[config.mk]
export PLATFORM = sky130hd
export DESIGN_NAME = radix2_divider
export DESIGN_NICKNAME = d
export VERILOG_FILES = /design/src/rtl/radix2_divider.sv
export SDC_FILE = /design/constraint.sdc
export NUM_CORES = 1
export LEC_CHECK = 0
export ABC_AREA = 1
export CAP_MARGIN = 20
export CORE_ASPECT_RATIO = 1.5
export CORE_MARGIN = 3
export CORE_UTILIZATION = 50
export DETAILED_ROUTE_END_ITERATION = 16
export PLACE_DENSITY = 0.81
export SLEW_MARGIN = 15
export SYNTH_ARGS = -nofsm -noshare
export SYNTH_HDL_FRONTEND = slang
export SYNTH_SLANG_ARGS = --single-unit
[constraint.sdc]
create_clock -name clk -period 2.4 [get_ports clk]
set_input_delay 0.48 -clock clk [delete_from_list [all_inputs] [get_ports clk]]
set_output_delay 0.48 -clock clk [all_outputs]
set_load 0.01 [all_outputs]
[src/rtl/radix2_divider.sv]
// Radix-2 restoring divider for the EX-stage div/divu/rem/remu ops.
// One quotient bit per cycle; divide-by-zero resolves in a single cycle.
module radix2_divider #(
  parameter int WIDTH = 32
) (
  input  logic             clk,
  input  logic             rst_n,
  input  logic             start,
  input  logic [WIDTH-1:0] a,
  input  logic [WIDTH-1:0] b,
  output logic [WIDTH-1:0] quotient,
  output logic [WIDTH-1:0] remain,
  output logic             div_valid
);

  localparam int CW = (WIDTH > 1) ? $clog2(WIDTH) : 1;
  localparam logic [CW-1:0] LAST = CW'(WIDTH - 1);

  typedef enum logic [1:0] {
    IDLE,
    BUSY,
    DONE
  } state_e;

  state_e           state_q;
  logic [CW-1:0]    cnt_q;
  logic [WIDTH-1:0] dvd_q;
  logic [WIDTH-1:0] dvs_q;
  logic [WIDTH-1:0] rem_q;
  logic [WIDTH-1:0] quotient_q;
  logic [WIDTH-1:0] remain_q;
  logic             valid_q;

  logic [WIDTH:0]   rsh_d;
  logic             ge_d;
  logic [WIDTH-1:0] rem_d;
  logic [WIDTH-1:0] dvd_d;

  // Dividend register doubles as the quotient: MSB shifts out, new bit in.
  always_comb begin
    rsh_d = {rem_q, dvd_q[WIDTH-1]};
    ge_d  = rsh_d >= {1'b0, dvs_q};
    rem_d = ge_d ? WIDTH'(rsh_d - {1'b0, dvs_q})
                 : rsh_d[WIDTH-1:0];
    dvd_d = {dvd_q[WIDTH-2:0], ge_d};
  end

  always_ff @(posedge clk or negedge rst_n) begin
    if (!rst_n) begin
      state_q    <= IDLE;
      cnt_q      <= '0;
      dvd_q      <= '0;
      dvs_q      <= '0;
      rem_q      <= '0;
      quotient_q <= '0;
      remain_q   <= '0;
      valid_q    <= 1'b0;
    end else begin
      valid_q <= 1'b0;
      case (state_q)
        IDLE: begin
          if (start) begin
            dvd_q <= a;
            dvs_q <= b;
            rem_q <= '0;
            cnt_q <= '0;
            if (b == '0) begin
              quotient_q <= '1;
              remain_q   <= a;
              valid_q    <= 1'b1;
              state_q    <= DONE;
            end else begin
              state_q <= BUSY;
            end
          end
        end
        BUSY: begin
          if (!start) begin
            state_q <= IDLE;
          end else begin
            dvd_q <= dvd_d;
            rem_q <= rem_d;
            cnt_q <= cnt_q + CW'(1);
            if (cnt_q == LAST) begin
              quotient_q <= dvd_d;
              remain_q   <= rem_d;
              valid_q    <= 1'b1;
              state_q    <= DONE;
            end
          end
        end
        DONE: state_q <= IDLE;
        default: state_q <= IDLE;
      endcase
    end
  end

  assign quotient  = quotient_q;
  assign remain    = remain_q;
  assign div_valid = valid_q;

endmodule

==> impl_metrics.json <==
{
  "powerDensity_nw_per_um2": 1070,
  "placed_cells": 1942,
  "ir_worst_vdd_mv": 0.603,
  "die_h_um": 185,
  "gp_congestion": 0.966,
  "period_share_pct": 97.4,
  "grt_use_total_pct": 26.5,
  "max_slew.worst_pin.slew_ps": 698,
  "antennaDiodeCount": 0,
  "synth_area_per_cell_um2": 6.89,
  "hp-class": "in2async",
  "io_buffers": 131,
  "fmax_ghz": 0.428,
  "path_class": "reg2reg",
  "end_kind": "flop",
  "drc": 0,
  "synth_fp_nets": 1650,
  "synth_compound_area_share_pct": 7.63,
  "synthXorXnorAreaFrac_pct": 1.31,
  "numCtsBuffers": 17,
  "first_iter_violations": 865,
  "grtUsageMet3_pct": 3.23,
  "r2r_slack_ps": 60,
  "setup_viol": 0,
  "synthMuxAreaShare_pct": 0,
  "cp_cell_sequence": "ha_1 > nand2_1 > nor2_2 > nand2_1 > nand3_1 > nand2_1 > nand2_1 > xor2_1 > nand3_2 > nand3_1 > nand2_1 > inv_1",
  "clock_sinks": 168,
  "path_clk_slew_ps": 60,
  "grt_pass1_wl_um": 49200,
  "clock_latency_ps": 440,
  "crit_top_cell": "nand2_1",
  "htree_levels": 4,
  "cts_tree": "built",
  "synth-simple-area-share_pct": 35.1,
  "synth_top_family_by_area": "simple AND/OR/NAND/NOR gates",
  "grt_max_degree": 131,
  "start_util_pct": 51.6,
  "met2_usage_pct": 46.0,
  "layout-drive-gt1-share_pct": 13.9,
  "skew_ps": 9.73,
  "io_pins": 132,
  "clockRootBuffer": "clkbuf_16",
  "synth-adder-area-share_pct": 4.18,
  "rsz0062_at_grt": "true",
  "ys_types": 39,
  "dp_hpwl_um": 22600,
  "crit_arrival_ps": 2710,
  "critPathSlowestCell": "dfrtp_1",
  "ant_nets": 0,
  "fin_cells": 1982,
  "clk_path_buf_depth": 2,
  "die_area_um2": 23100,
  "cp_max_fo": 4,
  "syn-instance-count": 1548,
  "slew_headroom_pct": 53.5,
  "nets": 1807,
  "rows": 64,
  "antenna_found_initial": 0,
  "layout_commonest_cell": "nand2_1",
  "grt_busiest_layer": "met2",
  "leakage_nw": 7.06,
  "vias": 10500,
  "yosysSeqAreaShare_pct": 39.4,
  "fin_util_pct": 66.6,
  "wl_per_cell_um": 15.8,
  "critPathMaxStageDelay_ps": 420,
  "required_ps": 2770,
  "syn_area_um2": 10700,
  "via_per_inst": 5.30,
  "hold_viol": 0,
  "drv_cap": 0,
  "grt_overflow": 0,
  "setup_slack_ps": 61.3,
  "use_met1_pct": 32.5,
  "outcome": "finished, final reports clean",
  "area_growth_pct": 29.1,
  "drt_first_pass_iters": 7,
  "synth_seq_cells": 168,
  "mostFrequentLayoutCells": "nand2_1, inv_1, nor2_1",
  "die_w_um": 125,
  "period_minus_slack_ps": 2340,
  "worstSetupStartpointType": "flop",
  "dp_slack_ps": -307,
  "grt_pass1_vias": 9900,
  "core_area_um2": 20700,
  "drv_slew": 0,
  "routed_wl_um": 31300,
  "yosys_warnings": 0
}
logic make-up (layout without fill, tap and decap cells):
group | after synthesis | count (layout)
buffers and inverters | 328 | 497
flip-flops | 168 | 168
XOR/XNOR | 16 | 16
AO/OA/AOI/OAI | 151 | 151
adder cells (fa/ha/maj) | 35 | 35
AND/OR/NAND/NOR | 850 | 851
path summary, 6_finish.rpt:
kind | start | to | cells after the start
setup / recovery | rem_q[3] | remain[14] | 12
hold / removal | rst_n | div_valid | 2
setup reg to reg | rem_q[3] | remain[14] | 12
hold reg to reg | dvd_q[0] | dvd_q[0] | 2
min in group clk | dvd_q[0] | dvd_q[0] | 2
max in group asynchronous | rst_n | rem_q[10] | 3
registers in the layout, summed over array words and instances, names as in the netlist:
| register | cells |
|---|---|
| cnt_q | 5 |
| dvd_q | 32 |
| quotient | 32 |
| dvs_q | 32 |
| div_valid | 1 |
| remain | 32 |
| rem_q | 32 |
| state_q | 2 |
area by class of cell:
cell class	count	area, um2
Fill cell	1744	6890
Multi-Input combinational cell	1053	5620
Sequential cell	168	4210
Timing Repair Buffer	197	1990
Inverter	268	1010
Clock buffer	22	474
Tap cell	264	330
Clock inverter	10	141
stage by stage:
stage	cell area (um2)	hold slack, ps	TNS (ps)	power, mW
global placement	12600	387	-10750	11.0
finish	13800	490	0	14.7
detailed placement	12600	392	-17490	11.2
global route	13800	524	-117	15.7
floorplan	10700	184	0	8.48
CTS	13300	496	0	14.2
where the power goes:
part | internal [mW] | switching [mW] | total [mW]
registers | 3.87 | 0.494 | 4.36
clock network | 1.73 | 1.18 | 2.90
logic | 2.99 | 4.46 | 7.45
total | 8.59 | 6.13 | 14.7
cell usage after synthesis (all sizes together):
library cell | n | area [um2]
nand3 | 101 | 663
or2 | 32 | 200
dfrtp | 168 | 4200
nor2 | 196 | 756
a22o | 1 | 8.76
nor3 | 7 | 46.3
o21ai | 94 | 470
a21o | 2 | 15.0
nand2 | 463 | 1760
nand4 | 44 | 275
a31oi | 30 | 188
fa | 1 | 20.0
a22oi | 1 | 7.51
nor4 | 2 | 12.5
and2 | 5 | 31.3
inv | 268 | 1010
a21boi | 2 | 18.8
xnor2 | 2 | 17.5
clkbuf | 28 | 105
buf | 32 | 203
a21oi | 21 | 105
ha | 34 | 425
xor2 | 14 | 123
routing by layer:
layer | part of all wire, % | up-vias
met3 | 5.5 | 86
met2 | 51 | 403
met5 | 0 | -
met4 | 5.1 | 0
li1 | - | 5099
met1 | 39 | 4919
worst max-delay path, delay by kind of cell, from the launching register on:
kind | cells | cell delay [ps]
simple gates | 9 | 1130
buf+inv | 1 | 50
fa+ha+maj | 1 | 400
flops | 1 | 420
xor+xnor | 1 | 260
repair_timing:
item / in CTS / in global routing
setup endpoints to repair: 1 / 69
gates resized for setup: 1 / 81
hold buffers: 1 / 0
endpoints found under the hold margin: 30 / 0
gates cloned: 0 / 1
pin swaps: 0 / 7
buffers inserted: 0 / 6
No activity file was read; power rests on OpenSTA's default activity.
